<file path="src/rtl/inert_pkg.sv">
// Shared types and saturation helpers for the inertial integrator.
// Rate samples are RATE_W-bit signed; integrators use a caller-chosen width.
package inert_pkg;

  typedef enum logic [1:0] {IDLE, CAL, RUN} state_e;

  localparam int RATE_W = 16;

  function automatic logic signed [RATE_W-1:0] sat16(input logic signed [RATE_W:0] v);
    if (v > 17'sd32767)       return 16'sh7FFF;
    else if (v < -17'sd32768) return 16'sh8000;
    else                      return v[RATE_W-1:0];
  endfunction

  // Clamp v to the signed range of a w-bit integer (w <= 31).
  function automatic logic signed [31:0] sat_int(input logic signed [31:0] v, input int w);
    logic signed [31:0] hi;
    logic signed [31:0] lo;
    hi = 32'sh7FFF_FFFF >>> (32 - w);
    lo = ~hi;
    if (v > hi)      return hi;
    else if (v < lo) return lo;
    else             return v;
  endfunction

endpackage

</file>
<file path="src/rtl/inert_if.sv">
// Sample/angle bus between inert_intf, the integrator and flight control.
interface inert_if;
  import inert_pkg::*;

  logic                     strt_cal;
  logic                     vld;
  logic signed [RATE_W-1:0] ptch_rt;
  logic signed [RATE_W-1:0] roll_rt;
  logic signed [RATE_W-1:0] yaw_rt;
  logic signed [RATE_W-1:0] ax;
  logic signed [RATE_W-1:0] ay;
  logic                     cal_done;
  logic                     ang_vld;
  logic signed [RATE_W-1:0] ptch;
  logic signed [RATE_W-1:0] roll;
  logic signed [RATE_W-1:0] yaw;

  modport master (
    output strt_cal, vld, ptch_rt, roll_rt, yaw_rt, ax, ay,
    input  cal_done, ang_vld, ptch, roll, yaw
  );

  modport slave (
    input  strt_cal, vld, ptch_rt, roll_rt, yaw_rt, ax, ay,
    output cal_done, ang_vld, ptch, roll, yaw
  );
endinterface

</file>
<file path="src/rtl/inert_axis.sv">
// One gyro axis: offset averaging, offset-compensated rate, saturating
// integrator with optional accel fusion nudge. Angle = top 16 integrator bits.
module inert_axis
  import inert_pkg::*;
#(
  parameter int INT_W     = 27,
  parameter int FUSION    = 512,
  parameter bit FUSE_EN   = 1'b1,
  parameter int CAL_SHIFT = 3
) (
  input  logic                     clk,
  input  logic                     rst,
  input  logic                     i_clr,
  input  logic                     i_cal_smp,
  input  logic                     i_cal_last,
  input  logic                     i_run_smp,
  input  logic signed [RATE_W-1:0] i_rt,
  input  logic signed [RATE_W-1:0] i_acc_ang,
  output logic signed [RATE_W-1:0] o_ang
);
  localparam int ACC_W = RATE_W + CAL_SHIFT;

  logic signed [ACC_W-1:0]  r_acc;
  logic signed [ACC_W-1:0]  w_acc_sum;
  logic signed [RATE_W-1:0] r_off;
  logic signed [RATE_W-1:0] w_comp;
  logic signed [INT_W-1:0]  r_int;
  logic signed [INT_W-1:0]  w_int_next;
  logic signed [31:0]       w_fuse;
  logic signed [31:0]       w_int_sum;

  assign w_acc_sum = r_acc + ACC_W'(i_rt);
  assign w_comp    = sat16(17'(i_rt) - 17'(r_off));

  // NOTE: every always_comb output gets a default first so no latch is inferred.
  always_comb begin
    w_fuse = '0;
    if (FUSE_EN) begin
      if (i_acc_ang > o_ang)      w_fuse = FUSION;
      else if (i_acc_ang < o_ang) w_fuse = -FUSION;
    end
  end

  assign w_int_sum  = 32'(r_int) + 32'(w_comp) + w_fuse;
  assign w_int_next = INT_W'(sat_int(w_int_sum, INT_W));
  assign o_ang      = r_int[INT_W-1 -: RATE_W];

  // NOTE: state uses non-blocking assignments; reset is synchronous, so it lives inside the edge branch.
  always_ff @(posedge clk) begin
    if (rst) begin
      r_acc <= '0;
      r_off <= '0;
      r_int <= '0;
    end else if (i_clr) begin
      r_acc <= '0;
      r_int <= '0;
    end else if (i_cal_smp) begin
      r_acc <= w_acc_sum;
      if (i_cal_last) r_off <= RATE_W'(w_acc_sum >>> CAL_SHIFT);
    end else if (i_run_smp) begin
      r_int <= w_int_next;
    end
  end
endmodule

</file>
<file path="src/rtl/inertial_integrator.sv">
// Calibrates gyro offsets, integrates rates into pitch/roll/yaw and fuses
// accel-derived pitch/roll to cancel drift.
module inertial_integrator
  import inert_pkg::*;
#(
  parameter int CAL_SHIFT = 3,
  parameter int INT_W     = 27,
  parameter int FUSION    = 512,
  parameter int ACC_SCALE = 469
) (
  input logic  clk,
  input logic  rst,
  inert_if.slave bus
);
  localparam logic signed [11:0] ACC_S = 12'(ACC_SCALE);

  state_e                r_state;
  state_e                w_state_nxt;
  logic [CAL_SHIFT-1:0]  r_cnt;
  logic                  r_cal_done;
  logic                  r_ang_vld;
  logic                  w_cal_smp;
  logic                  w_cal_last;
  logic                  w_run_smp;
  logic signed [27:0]    w_ptch_prod;
  logic signed [27:0]    w_roll_prod;
  logic signed [RATE_W-1:0] w_ptch_acc;
  logic signed [RATE_W-1:0] w_roll_acc;

  // strt_cal overrides any coincident sample.
  assign w_cal_smp  = (r_state == CAL) && bus.vld && !bus.strt_cal;
  assign w_cal_last = w_cal_smp && (r_cnt == '1);
  assign w_run_smp  = (r_state == RUN) && bus.vld && !bus.strt_cal;

  always_comb begin
    w_state_nxt = r_state;
    if (bus.strt_cal) begin
      w_state_nxt = CAL;
    end else begin
      case (r_state)
        CAL:     if (w_cal_last) w_state_nxt = RUN;
        default: ;
      endcase
    end
  end

  always_ff @(posedge clk) begin
    if (rst) begin
      r_state    <= IDLE;
      r_cnt      <= '0;
      r_cal_done <= 1'b0;
      r_ang_vld  <= 1'b0;
    end else begin
      r_state    <= w_state_nxt;
      r_cal_done <= w_cal_last;
      r_ang_vld  <= w_run_smp;
      if (bus.strt_cal)   r_cnt <= '0;
      else if (w_cal_smp) r_cnt <= r_cnt + 1'b1;
    end
  end

  assign w_ptch_prod = 28'(bus.ay) * 28'(ACC_S);
  assign w_roll_prod = 28'(bus.ax) * 28'(ACC_S);
  assign w_ptch_acc  = RATE_W'(w_ptch_prod >>> 13);
  assign w_roll_acc  = RATE_W'(w_roll_prod >>> 13);

  inert_axis #(.INT_W(INT_W), .FUSION(FUSION), .FUSE_EN(1'b1), .CAL_SHIFT(CAL_SHIFT)) u_ptch (
    .clk(clk), .rst(rst), .i_clr(bus.strt_cal), .i_cal_smp(w_cal_smp), .i_cal_last(w_cal_last),
    .i_run_smp(w_run_smp), .i_rt(bus.ptch_rt), .i_acc_ang(w_ptch_acc), .o_ang(bus.ptch)
  );

  inert_axis #(.INT_W(INT_W), .FUSION(FUSION), .FUSE_EN(1'b1), .CAL_SHIFT(CAL_SHIFT)) u_roll (
    .clk(clk), .rst(rst), .i_clr(bus.strt_cal), .i_cal_smp(w_cal_smp), .i_cal_last(w_cal_last),
    .i_run_smp(w_run_smp), .i_rt(bus.roll_rt), .i_acc_ang(w_roll_acc), .o_ang(bus.roll)
  );

  inert_axis #(.INT_W(INT_W), .FUSION(FUSION), .FUSE_EN(1'b0), .CAL_SHIFT(CAL_SHIFT)) u_yaw (
    .clk(clk), .rst(rst), .i_clr(bus.strt_cal), .i_cal_smp(w_cal_smp), .i_cal_last(w_cal_last),
    .i_run_smp(w_run_smp), .i_rt(bus.yaw_rt), .i_acc_ang('0), .o_ang(bus.yaw)
  );

  assign bus.cal_done = r_cal_done;
  assign bus.ang_vld  = r_ang_vld;
endmodule
</file>
<file path="src/flat_wrapper.sv">
// flat-port wrapper written by rule: the top's interface ports become plain ports
module inertial_integrator_flat import inert_pkg::*;
#(
  parameter int CAL_SHIFT = 3,
  parameter int INT_W     = 27,
  parameter int FUSION    = 512,
  parameter int ACC_SCALE = 469
)
  (clk, rst, bus_strt_cal, bus_vld, bus_ptch_rt, bus_roll_rt, bus_yaw_rt, bus_ax, bus_ay, bus_cal_done, bus_ang_vld, bus_ptch, bus_roll, bus_yaw);
  inert_if bus_i ();
  input logic clk;
  input logic rst;
  input wire logic [$bits(bus_i.strt_cal)-1:0] bus_strt_cal;
  input wire logic [$bits(bus_i.vld)-1:0] bus_vld;
  input wire logic [$bits(bus_i.ptch_rt)-1:0] bus_ptch_rt;
  input wire logic [$bits(bus_i.roll_rt)-1:0] bus_roll_rt;
  input wire logic [$bits(bus_i.yaw_rt)-1:0] bus_yaw_rt;
  input wire logic [$bits(bus_i.ax)-1:0] bus_ax;
  input wire logic [$bits(bus_i.ay)-1:0] bus_ay;
  output wire logic [$bits(bus_i.cal_done)-1:0] bus_cal_done;
  output wire logic [$bits(bus_i.ang_vld)-1:0] bus_ang_vld;
  output wire logic [$bits(bus_i.ptch)-1:0] bus_ptch;
  output wire logic [$bits(bus_i.roll)-1:0] bus_roll;
  output wire logic [$bits(bus_i.yaw)-1:0] bus_yaw;
  assign bus_i.strt_cal = bus_strt_cal;
  assign bus_i.vld = bus_vld;
  assign bus_i.ptch_rt = bus_ptch_rt;
  assign bus_i.roll_rt = bus_roll_rt;
  assign bus_i.yaw_rt = bus_yaw_rt;
  assign bus_i.ax = bus_ax;
  assign bus_i.ay = bus_ay;
  assign bus_cal_done = bus_i.cal_done;
  assign bus_ang_vld = bus_i.ang_vld;
  assign bus_ptch = bus_i.ptch;
  assign bus_roll = bus_i.roll;
  assign bus_yaw = bus_i.yaw;
  inertial_integrator #(.CAL_SHIFT(CAL_SHIFT), .INT_W(INT_W), .FUSION(FUSION), .ACC_SCALE(ACC_SCALE)) u_core (.clk(clk), .rst(rst), .bus(bus_i));
endmodule
</file>
<file path="config.mk">
export PLATFORM = sky130hd
export DESIGN_NAME = inertial_integrator_flat
export DESIGN_NICKNAME = d
export VERILOG_FILES = /design/src/rtl/inert_pkg.sv /design/src/rtl/inert_if.sv /design/src/rtl/inert_axis.sv /design/src/rtl/inertial_integrator.sv /design/src/flat_wrapper.sv
export SDC_FILE = /design/constraint.sdc
export NUM_CORES = 1
export LEC_CHECK = 0
export CAP_MARGIN = 40
export CORE_MARGIN = 2
export CORE_UTILIZATION = 52
export CTS_CLUSTER_SIZE = 8
export DETAILED_ROUTE_END_ITERATION = 8
export PLACE_DENSITY = 0.73
export SETUP_SLACK_MARGIN = 0.4
export SLEW_MARGIN = 20
export SYNTH_ARGS = -nofsm -noshare
export SYNTH_HDL_FRONTEND = slang
export SYNTH_SLANG_ARGS = --single-unit
</file>
<file path="constraint.sdc">
create_clock -name clk -period 18.6 [get_ports clk]
set_input_delay 3.72 -clock clk [delete_from_list [all_inputs] [get_ports clk]]
set_output_delay 3.72 -clock clk [all_outputs]
set_load 0.01 [all_outputs]
</file>
# After elaboration in Yosys (flattened, before gate mapping)
# Index checks and enable logic that the tools add are counted.
# W data, S select, Z words.
[classes] n_eq_ne=3 mux=19 bitwise=2 multipliers=2 reduce_logical=13 n_lt_le_gt_ge=16 addsub=12
[ops] operator="$mux W27" n=6
[ops] operator="$mux W32" n=4
[ops] operator="$mux W16" n=6
[ops] operator="$add A27 B16 Y28" n=3
[ops] operator="$add A28 B32 Y32" n=2
[ops] operator="$gt A32 B27 Y1 const B" n=2
[ops] operator="$lt A32 B27 Y1 const B" n=2
[ops] operator="$add A19 B16 Y19" n=3
[ops] operator="$mul A16 B10 Y26 const B" n=2
[ops] operator="$gt A17 B16 Y1 const B" n=3
[ops] operator="$lt A17 B16 Y1 const B" n=3
[ops] operator="$sub A16 B16 Y17" n=3
[ops] operator="$gt A13 B16 Y1" n=2
[ops] operator="$lt A13 B16 Y1" n=2
[ops] operator="$gt A28 B27 Y1 const B" n=1
[ops] operator="$lt A28 B27 Y1 const B" n=1
[ops] operator="$reduce_and A2 Y1" n=3
[ops] operator="$logic_and A1 B1 Y1" n=5
[ops] operator="$reduce_bool A2 Y1" n=2
[ops] operator="$add A3 B1 Y3 const B" n=1
[ops] operator="$eq A3 B3 Y1 const B" n=1
[ops] operator="$mux W1" n=3
[ops] operator="$reduce_and A3 Y1" n=1
[ops] operator="$eq A2 B1 Y1 const B" n=1
[ops] operator="4 further kinds" n=5
[word_totals] in_bits=84 out_inout_bits=50 reg_bits=193 word_cells=81

# Longest topological paths before layout
# Gate-level depths: netlist of run 1.
[depth] depth_word=9 mapped_depth=40 ltp_nobuf=39

# Cells and area by module
# Synthesis of run 1 repeated with hierarchy kept, for this count alone.
[unflattened] hier_cells=3137 hier_area_um2=25991.2
[modules_own_cells] mod="inertial_integrator" cells_each=718 area_per_inst_um2=6829.0 instances=1
[modules_own_cells] mod="inert_axis at u_core.u_ptch" cells_each=851 area_per_inst_um2=6672.6 instances=1
[modules_own_cells] mod="inert_axis at u_core.u_roll" cells_each=843 area_per_inst_um2=6660.1 instances=1
[modules_own_cells] mod="inert_axis at u_core.u_yaw" cells_each=725 area_per_inst_um2=5829.3 instances=1

# Worst setup path before layout of run 1
# No wires, ideal clock.
[synth_path] path_type="input to register" from="input port bus_ay[1]" to="register u_core.u_ptch.r_int[0]" path_stages=39 t_required_ns=18.478 arrival_time_ns=13.295 n_path_buf=1 setup_ns=0.122 slack_ns=5.184 path_cell_list="ha_1 -> inv_1 -> fa_1 -> inv_1 -> fa_1 -> fa_1 -> inv_1 -> fa_1 -> inv_1 -> ha_1 -> a211o_1 -> a211oi_1 -> o21ai_0 -> o311a_1 -> o41ai_1 -> o211ai_1 -> o21ai_0 -> a2bb2oi_1 -> (+3 left out) -> a21oi_1 -> nor2b_1 -> o21ai_0 -> a31oi_1 -> inv_1 -> fa_1 -> ha_1 -> and3_1 -> nand4_1 -> a2111oi_2 -> and4bb_1 -> o21ai_2 -> o21a_2 -> mux2i_1 -> nand2_1 -> o211ai_2 -> buf_2 -> a21oi_1"
[synth_between] elab_chain_cells=8 elab_cells_between_ends=10
[synth_rtl] item="start: declaration" line_no="flat_wrapper.sv:19" source="input wire logic [$bits(bus_i.ay)-1:0] bus_ay;"
[synth_rtl] item="$mul A16 B10 Y26 (*)" line_no="inertial_integrator.sv:62" source="assign w_ptch_prod = 28'(bus.ay) * 28'(ACC_S);"
[synth_rtl] item="$lt A13 B16 Y1" line_no="inert_axis.sv:40" source="else if (i_acc_ang < o_ang) w_fuse = -FUSION;"
[synth_rtl] item="$mux W32" line_no="inert_axis.sv:40"
[synth_rtl] item="$mux W32 (*)" line_no="inert_axis.sv:39" source="if (i_acc_ang > o_ang) w_fuse = FUSION;"
[synth_rtl] item="$add A28 B32 Y32 (*)" line_no="inert_axis.sv:44" source="assign w_int_sum = 32'(r_int) + 32'(w_comp) + w_fuse;"
[synth_rtl] item="$lt A32 B27 Y1" line_no="inert_pkg.sv:22" source="else if (v < lo) return lo;"
[synth_rtl] item="$mux W27" line_no="inert_pkg.sv:22"
[synth_rtl] item="$mux W27 (*)" line_no="inert_pkg.sv:21" source="if (v > hi) return hi;"
[synth_rtl] item="end signal: assignment" line_no="inert_axis.sv:61" source="r_int <= w_int_next;"
[synth_rtl] item="end: declaration" line_no="inert_axis.sv:27" source="logic signed [INT_W-1:0] r_int;"
# Every way passes the cells marked *; elsewhere a longest branch is shown, timed or not.
# A chain may end at the register's enable or synchronous reset.

# Worst setup path in the final report of run 1
[layout_path] from="input port bus_ay[5]" to="register u_core.u_ptch.r_int[15]"
# The elaborated chain is that of the path after synthesis.

==> results of run 1 <==
## stage by stage
stage | cell area, sq um | setup WS, ns | std cells
floorplan | 24500 | 5.18 | 2994
global placement | 26100 | 3.80 | 3627
detailed placement | 26200 | 3.93 | 3633
CTS | 26800 | 4.35 | 3665
global route | 26800 | 3.61 | 3671
finish | 26800 | 4.41 | 3671
## flip-flops by register name, summed over array words and instances, names as in the netlist
name                 count
u_core.u_roll.r_acc     19
u_core.u_roll.r_int     27
u_core.u_ptch.r_acc     19
u_core.r_state           2
u_core.r_cnt             3
u_core.u_yaw.r_int      27
u_core.u_ptch.r_off     16
u_core.u_yaw.r_acc      19
u_core.bus.cal_done      1
u_core.u_roll.r_off     16
u_core.u_yaw.r_off      16
u_core.u_ptch.r_int     27
u_core.bus.ang_vld       1
## cells in the final DEF (no fill, tap or decap), drive strengths merged, types with 21 or more instances in the layout
cell and count:
xnor2 104, a22oi 21, or3 30, nand2 313, nor3 55, dfxtp 193
clkdlybuf4s50 132, nor2 135, nand2b 30, a221oi 23, fa 169, nand3 52
xor2 63, a211oi 45, inv 416, nor2b 34, o21ai 148, a21oi 269
ha 389, o21a 48, a21o 90
## power breakdown
| part | internal [mW] | switching [mW] |
|---|---|---|
| Clock | 0.207 | 0.187 |
| Sequential | 0.414 | 0.00106 |
| Combinational | 1.53 | 2.05 |
## layer usage
metal | vias up | track usage (%)
li1 | 10400 | -
met4 | 10 | 8.31
met5 | - | 0
met1 | 9896 | 29.9
met3 | 107 | 2.99
met2 | 363 | 42.4
## worst paths after layout
check                                         end  cells past startpoint  slack [ns]                           startpoint
max          u_core.u_ptch.r_int[15]$_SDFFE_PP0P_                     41        4.41                            bus_ay[5]
min reg2reg   u_core.u_roll.r_off[3]$_SDFFE_PP0P_                      2        0.46  u_core.u_roll.r_off[3]$_SDFFE_PP0P_
min           u_core.u_roll.r_off[3]$_SDFFE_PP0P_                      2        0.46  u_core.u_roll.r_off[3]$_SDFFE_PP0P_
max reg2reg   u_core.u_roll.r_int[3]$_SDFFE_PP0P_                     28       10.97  u_core.u_roll.r_off[0]$_SDFFE_PP0P_
## cells by family (layout without fill, tap and decap cells)
family | after synthesis | in the layout
buffers and inverters | 528 | 594
multiplexers | 12 | 12
adder cells (fa/ha/maj) | 562 | 562
other | 0 | 4
flip-flops | 193 | 193
XOR/XNOR | 167 | 167
AND/OR/NAND/NOR | 725 | 725
AO/OA/AOI/OAI | 807 | 807
## tightest hold or removal path, delay by kind of cell (launching register included)
kind	cells	cell delay (ns)
AO/OA/AOI/OAI	1	0.05
AND/OR/NAND/NOR	1	0.05
flip-flops	1	0.31
## final cells by class
cell class                 count  area, sq um
fill                        4226        19700
timing repair buffer         154         1530
antenna                        4         10.0
multi-input combinational   2273        18500
inverter                     408         1530
clock inverter                14          168
tap                          607          759
sequential                   193         3860
clock buffer                  18          439
==> run_results.csv, run 1 <==
group,metric,value,unit
global_routing,grt_overflow,0,
critical_path,max_stage_delay,0.60,ns
route,wl_met1,26200,um
sta,timing.fmax,70.5,MHz
power,ir_drop,126,uV
clock_tree,path_clk_slew,0.07,ns
route,drc,0,
clock_tree,numCtsBuffers,17,
global_routing,grt_start_max_net_pins,62,
yosys,synth_xor_area_share,5.96,%
critical_path,crit_type,"primary input to register",
run,drv_cap,0,
yosys,synth_ff_type,"dfxtp_1",
yosys,syn-instance-count,2994,
yosys,synth_edf_count,0,
yosys,synth-compound-area-share,21.4,%
sta,fin_crit,14.19,ns
critical_path,worstPathRequired,18.91,ns
place,port_buffers,133,
power,p_total,4.39,mW
power,p_per_area,164,nW/um^2
die,rows,79,
yosys,synth_nets,3636,
sta,setup_tns,0,ns
die,dieArea,48900,sq um
route,first_pass_iters,5,
yosys,synthArstFlopShare,0,%
yosys,synth_top_family_by_area,"adder cells",
yosys,synth_seq_cells,193,
global_routing,grt_pass1_wl,99200,um
die,die_y,221,um
global_routing,grt_pass1_vias,21100,
sta,worstMarginPinSlew,0.755,ns
clock_tree,cts.sinks,193,
yosys,ys_types,85,
power,leakagePower,12.5,nW
critical_path,critPathBufInv,8,
yosys,synthMuxAreaShare,0.495,%
yosys,syn_area_per_cell,8.19,sq um
yosys,ys_top_cells_by_count,"inv_1, ha_1, nand2_1",
clock_tree,clockRootBuffer,"clkbuf_16",
route,ant_nets,0,
sta,worst_hold_slack,0.456,ns
layout,final_layout_size_suffix_gt1_share,3.46,%
clock_tree,clock_latency,0.47,ns
outcome,outcome,"completed",
sta,rsz0062_at_grt,"no",
route,top_layer_used,"met5",
route,vias,20800,
clock_tree,ctsResizeCount,0,
yosys,yosysMostFrequentCell,"inv_1",
layout,final_util,57.6,%
die,start_util,52.7,%
route,drt_iter0_drc,963,
sta,finalCritPeriodShare,76.3,%
worst_hold_path,hold_class,"register to register",
clock_tree,cts_tree,"yes",
route,wl_per_cell,15.7,um
critical_path,crit_arrival,14.50,ns
critical_path,start_kind,"primary input",
place,gp_congestion,0.905,
yosys,yosysWarningCount,0,
yosys,synth_fa_ha_area_share,33.8,%
die,core,46600,sq um
place,dp_hpwl,46300,um
sta,finalHoldViolCount,0,
yosys,synthSimpleGateAreaFrac,13.6,%
yosys,synth_area_leaders,"ha_1, dfxtp_1, fa_1",
critical_path,critPathCaptureType,"register",
clock_tree,htree_levels,4,
layout,layout.nets,3689,
layout,area_delta_synth_final,9.30,%
die,die_width,221,um
yosys,yosysSeqAreaShare,15.8,%
sta,fin_skew,0.0138,ns
yosys,synth_largest_area_cell,"ha_1",
clock_tree,post-cts-setup-buffers,0,
die,io-pin-count,134,
critical_path,critPathSlowestCell,"o41ai_1",
critical_path,crit_fanout,15,
route,wl,57700,um
clock_tree,hold_buffers,0,
clock_tree,clock_path_buffers,2,
yosys,yosysTopAreaCellShare,19.8,%
sta,max_slew_margin,48.4,%
sta,finalSetupViolations,0,
critical_path,critPathTopFamily,"adder cells",
route,dr_wl_met3,1800,um
route,viasPerCell,5.66,
global_routing,grt_antenna_before_repair,9,
route,routed-wl-met2,28100,um
global_routing,grtUsageTotal,23.9,%
sta,drv_slew,0,
yosys,synthesis.area,24500,sq um
Note: power is estimated with default switching activity, not from simulation.
==> inputs of run 2 (changes only) <==
Settings changed: PLACE_DENSITY 0.73 to 0.76.
Clock period 18.6 ns to 12.4 ns, I/O delays scaled along.
==> run 2 against run 1 <==
  * Final cell count rose by 0.82%
  * Non-clock buffer count rose by 30
  * First-iteration DRC count rose by 9.2%
  * Critical path type unchanged
  * Largest cell class unchanged
  * Largest power group unchanged
==> run_results.csv, run 2 (same netlist as run 1, synthesis figures left out) <==
group,metric,value,unit
outcome,outcome,"completed",
layout,final_cell_mix,"inv_1, ha_1, nand2_1, a21oi_1, dfxtp_1",
place,gp_congestion,0.908,
critical_path,crit_type,"primary input to register",
route,wl_per_cell,16.0,um
sta,rsz0062_at_grt,"no",
power,p_total,7.15,mW
critical_path,max_stage_delay,0.56,ns
sta,finalCritPeriodShare,93.6,%
die,io-pin-count,134,
sta,fin_skew,0.0123,ns
place,pre_cts_ws,-0.396,ns
global_routing,grt_overflow,0,
critical_path,critPathCaptureType,"register",
route,drc,0,
layout,layout.nets,3719,
clock_tree,path_clk_slew,0.07,ns
critical_path,crit_arrival,11.97,ns
die,core,46600,sq um
die,dieArea,48900,sq um
sta,finalHoldViolCount,0,
die,die_width,221,um
run,drv_cap,0,
place,post-place-cells,3653,
power,ir_drop,205,uV
route,vias,21100,
route,ant_nets,0,
route,routed-wl-met2,29500,um
power,leakagePower,12.7,nW
place,dp_hpwl,47100,um
critical_path,critPathSlowestCell,"fa_1",
route,dr_wl_met3,2110,um
clock_tree,clock_path_buffers,2,
clock_tree,hold_buffers,0,
critical_path,crit_fanout,8,
route,wl_met1,26100,um
clock_tree,numCtsBuffers,17,
layout,final_layout_size_suffix_gt1_share,5.50,%
critical_path,worstPathRequired,12.76,ns
clock_tree,htree_levels,4,
worst_hold_path,hold_class,"register to register",
critical_path,path_common_cell,"fa_1",
die,start_util,52.7,%
global_routing,grt_pass1_vias,21200,
layout,area_delta_synth_final,11.5,%
layout,multi_input_area,18800,sq um
clock_tree,cts.sinks,193,
clock_tree,cts_tree,"yes",
layout,num-fill-cells,4083,
die,rows,79,
sta,drv_slew,0,
clock_tree,clockRootBuffer,"clkbuf_16",
global_routing,grt_start_max_net_pins,59,
sta,max_slew_margin,44.7,%
layout,final_common_cell,"inv_1",
sta,finalSetupViolations,0,
power,p_per_area,261,nW/um^2
sta,setup_ws,0.791,ns
layout,regArea,3860,sq um
die,die_y,221,um
route,first_pass_iters,5,
sta,timing.fmax,86.1,MHz
global_routing,grt_antenna_before_repair,9,
sta,worstMarginPinSlew,0.829,ns
place,port_buffers,133,
route,viasPerCell,5.69,
critical_path,start_kind,"primary input",
clock_tree,clock_latency,0.47,ns
global_routing,grt_pass1_wl,100000,um
route,wl,59400,um
route,top_layer_used,"met5",
layout,stdcell_count,3701,
layout,top_regs,"u_core.u_ptch.r_int: 27 flops, u_core.u_roll.r_int: 27 flops, u_core.u_yaw.r_int: 27 flops",
sta,fin_crit,11.61,ns
layout,final_util,58.8,%
global_routing,grtUsageTotal,24.1,%
route,drt_iter0_drc,1052,
[run 2: cell types whose count changed in the layout (fill, tap and decap cells not counted), sizes merged]
cell / delta
dlymetal6s2s: +10
inv: -1
clkinv: +1
bufinv: -1
clkdlybuf4s50: -10
clkinvlp: +2
buf: +29
[run 2: per-stage QoR]
step                      TNS (ns)  instance area (sq um)  hold WS (ns)
after floorplan                  0                  24500         0.432
after global placement       -4.57                  26200         0.443
after global routing             0                  27400         0.472
after detailed placement    -13.72                  26300         0.448
final                            0                  27400         0.457
after CTS                        0                  27000         0.457
[run 2: layout make-up]
class / count / area share [%]
multi-input cells: 2273 / 68.6
flip-flops and latches: 193 / 14.1
repair buffers: 184 / 6.66
inverters: 408 / 5.62
well taps: 607 / 2.78
clock buffers: 17 / 1.56
clock inverters: 15 / 0.608
diodes: 4 / 0.0366
[run 2: layer usage]
| metal | global-route usage [%] | vias up |
|---|---|---|
| met4 | 7.97 | 10 |
| li1 | - | 10500 |
| met5 | 0 | - |
| met3 | 2.97 | 114 |
| met1 | 30.1 | 10100 |
| met2 | 43.0 | 413 |
[run 2: repair_timing]
| item | CTS | global route |
|---|---|---|
| endpoints found under the setup margin | 52 | 54 |
| buffers inserted | 1 | 8 |
| gates cloned | 0 | 1 |
| pin swaps | 2 | 20 |
| resized for setup | 7 | 66 |
[run 2: final timing paths]
kind | startpoint | end | slack [ns] | cells past startpoint
setup / recovery | bus_ay[4] | u_core.u_ptch.r_int[12]$_SDFFE_PP0P_ | 0.79 | 37
hold reg to reg | u_core.u_roll.r_off[13]$_SDFFE_PP0P_ | u_core.u_roll.r_off[13]$_SDFFE_PP0P_ | 0.46 | 2
setup reg to reg | u_core.u_ptch.r_off[0]$_SDFFE_PP0P_ | u_core.u_ptch.r_int[14]$_SDFFE_PP0P_ | 5.31 | 27
hold / removal | u_core.u_roll.r_off[13]$_SDFFE_PP0P_ | u_core.u_roll.r_off[13]$_SDFFE_PP0P_ | 0.46 | 2
[run 2: worst max-delay path: cells and delay by family]
family                     cells  cell delay (ns)
adders and majority gates      9             3.87
AOI/OAI and AO/OA             15             3.06
and+or+nand+nor                5             1.17
buffers and inverters          6             1.06
xor gates and xnor gates       1             0.18
muxes                          1             0.10
[run 2: power by group]
| part | switching (mW) | total (mW) | internal, mW |
|---|---|---|---|
| Combinational | 3.35 | 5.95 | 2.60 |
| Sequential | 0.00159 | 0.623 | 0.622 |
| Clock | 0.288 | 0.576 | 0.288 |
==> inputs of run 3 (changes only) <==
Settings changed: GPL_TIMING_DRIVEN set to 0, SETUP_SLACK_MARGIN 0.4 to not set.
==> run 3 against run 2 <==
  * Hold slack better by 0.0031 ns
  * Non-clock buffer count is 88 higher
  * Final area is 1.0% higher
  * Sequential share of layout area is 0.14 points lower
==> run_results.csv, run 3 (same netlist as run 1, synthesis figures left out) <==
group,metric,value,unit
outcome,outcome,"completed",
sta,max_slew_margin,41.3,%
route,first_pass_iters,5,
die,start_util,52.7,%
sta,fin_skew,0.0111,ns
global_routing,grt_overflow,0,
place,gp_congestion,0.929,
die,die_y,221,um
route,wl_per_cell,16.3,um
layout,top_regs,"u_core.u_ptch.r_int: 27 flops, u_core.u_roll.r_int: 27 flops, u_core.u_yaw.r_int: 27 flops",
sta,finalSetupViolations,0,
critical_path,startpoint,"bus_ay[0]",
critical_path,critPathSlowestCell,"fa_1",
die,die_width,221,um
sta,worstMarginPinSlew,0.878,ns
layout,final_cell_mix,"inv_1, ha_1, nand2_1, a21oi_1, dfxtp_1",
die,io-pin-count,134,
die,core,46600,sq um
global_routing,grt_pass1_vias,21600,
route,viasPerCell,5.65,
critical_path,crit_type,"primary input to register",
route,drt_iter0_drc,1162,
sta,finalHoldViolCount,0,
sta,setup_ws,0.415,ns
worst_hold_path,hp-start,"u_core.u_ptch.r_acc[2]$_SDFFE_PP0P_",
global_routing,grt_start_max_net_pins,20,
clock_tree,hold_buffers,0,
route,drc,0,
clock_tree,clock_latency,0.47,ns
run,drv_cap,0,
route,vias,21400,
die,dieArea,48900,sq um
worst_hold_path,hold_class,"register to register",
layout,stdcell_area,27600,sq um
place,pre_cts_ws,-1.25,ns
critical_path,critPathCaptureType,"register",
critical_path,crit_fanout,6,
global_routing,grt_pass1_wl,103000,um
global_routing,grt_antenna_before_repair,8,
place,dp_hpwl,50300,um
critical_path,start_kind,"primary input",
power,p_total,6.99,mW
power,leakagePower,12.9,nW
clock_tree,cts.sinks,193,
sta,drv_slew,0,
critical_path,rr_startpoint,"u_core.u_roll.r_off[0]$_SDFFE_PP0P_",
critical_path,max_stage_delay,0.56,ns
clock_tree,cts_tree,"yes",
clock_tree,htree_levels,4,
power,p_per_area,253,nW/um^2
layout,final_common_cell,"inv_1",
route,ant_nets,0,
sta,finalCritPeriodShare,96.7,%
layout,layout.nets,3807,
layout,final_layout_size_suffix_gt1_share,5.79,%
place,dpl_cell_area,26700,sq um
layout,num-fill-cells,4100,
layout,area_delta_synth_final,12.7,%
die,rows,79,
sta,worst_hold_slack,0.460,ns
critical_path,crit_arrival,12.34,ns
sta,fin_crit,11.99,ns
critical_path,worstPathRequired,12.76,ns
clock_tree,numCtsBuffers,17,
clock_tree,clockRootBuffer,"clkbuf_16",
power,ir_drop,186,uV
route,wl,61900,um
place,port_buffers,133,
clock_tree,clock_path_buffers,2,
clock_tree,path_clk_slew,0.07,ns
sta,timing.fmax,83.4,MHz
layout,multi_input_area,18700,sq um
layout,regArea,3860,sq um
global_routing,grtUsageTotal,25.2,%
==> run 3: cell count changes in the layout (fill, tap and decap cells not counted), moves of 3 or more <==
| cell | change |
|---|---|
| ha_1 | +4 |
| buf_4 | +31 |
| clkdlybuf4s50_1 | +6 |
| clkbuf_1 | +57 |
| dlymetal6s2s_1 | -6 |
| ha_2 | +3 |
| buf_1 | +3 |
| ha_4 | -7 |
==> run 3: power breakdown <==
group          switching (mW)  internal [mW]  total, mW
combinational            3.26           2.52       5.77
sequential            0.00166          0.622      0.623
clock                   0.298          0.295      0.593
==> run 3: final timing paths <==
check	end	slack [ns]	cells past startpoint
setup / recovery	u_core.u_ptch.r_int[11]$_SDFFE_PP0P_	0.41	42
hold / removal	u_core.u_ptch.r_acc[2]$_SDFFE_PP0P_	0.46	2
setup reg to reg	u_core.u_roll.r_int[6]$_SDFFE_PP0P_	5.02	28
hold reg to reg	u_core.u_ptch.r_acc[2]$_SDFFE_PP0P_	0.46	2
==> run 3: routing by layer <==
metal	part of all wire [%]	wire length (um)	global-route usage (%)	vias up
li1	-	-	-	10600
met1	44	27100	31.3	10200
met2	49	30300	44.5	469
met3	3.9	2420	2.87	119
met4	3.2	2000	9.79	6
met5	0.055	34	0	-
==> run 3: per-stage QoR <==
stage / util [%] / setup TNS, ns / std cells
after floorplan: - / 0 / 2994
after global placement: 57.2 / -89.48 / 3734
after detailed placement: 57.3 / -57.62 / 3737
after CTS: 58.9 / 0 / 3781
after global routing: 59.3 / -1.08 / 3788
final: 59.4 / 0 / 3790
==> run 3: area by class of cell <==
cell class | count | area share [%]
antenna | 5 | 0.0453
buffer | 120 | 2.43
clock buffer | 18 | 1.59
clock inverter | 14 | 0.602
inverter | 408 | 5.57
multi-input combinational | 2273 | 67.6
sequential | 193 | 14.0
tap | 607 | 2.75
timing repair buffer | 152 | 5.44
==> run 3: critical path: cells and delay by family <==
family                   cells  cell delay (ns)
multiplexers                 1             0.12
AO/OA/AOI/OAI               20             3.93
adder cells (fa/ha/maj)      9             3.75
AND/OR/NAND/NOR              3             0.71
buffers and inverters        8             1.17
XOR/XNOR                     1             0.16
==> run 3: repair_timing <==
action,in CTS,in global routing
setup endpoints to repair,54,53
setup buffers,12,4
gates resized for setup,17,44
pin swaps,3,8
gates cloned,0,0
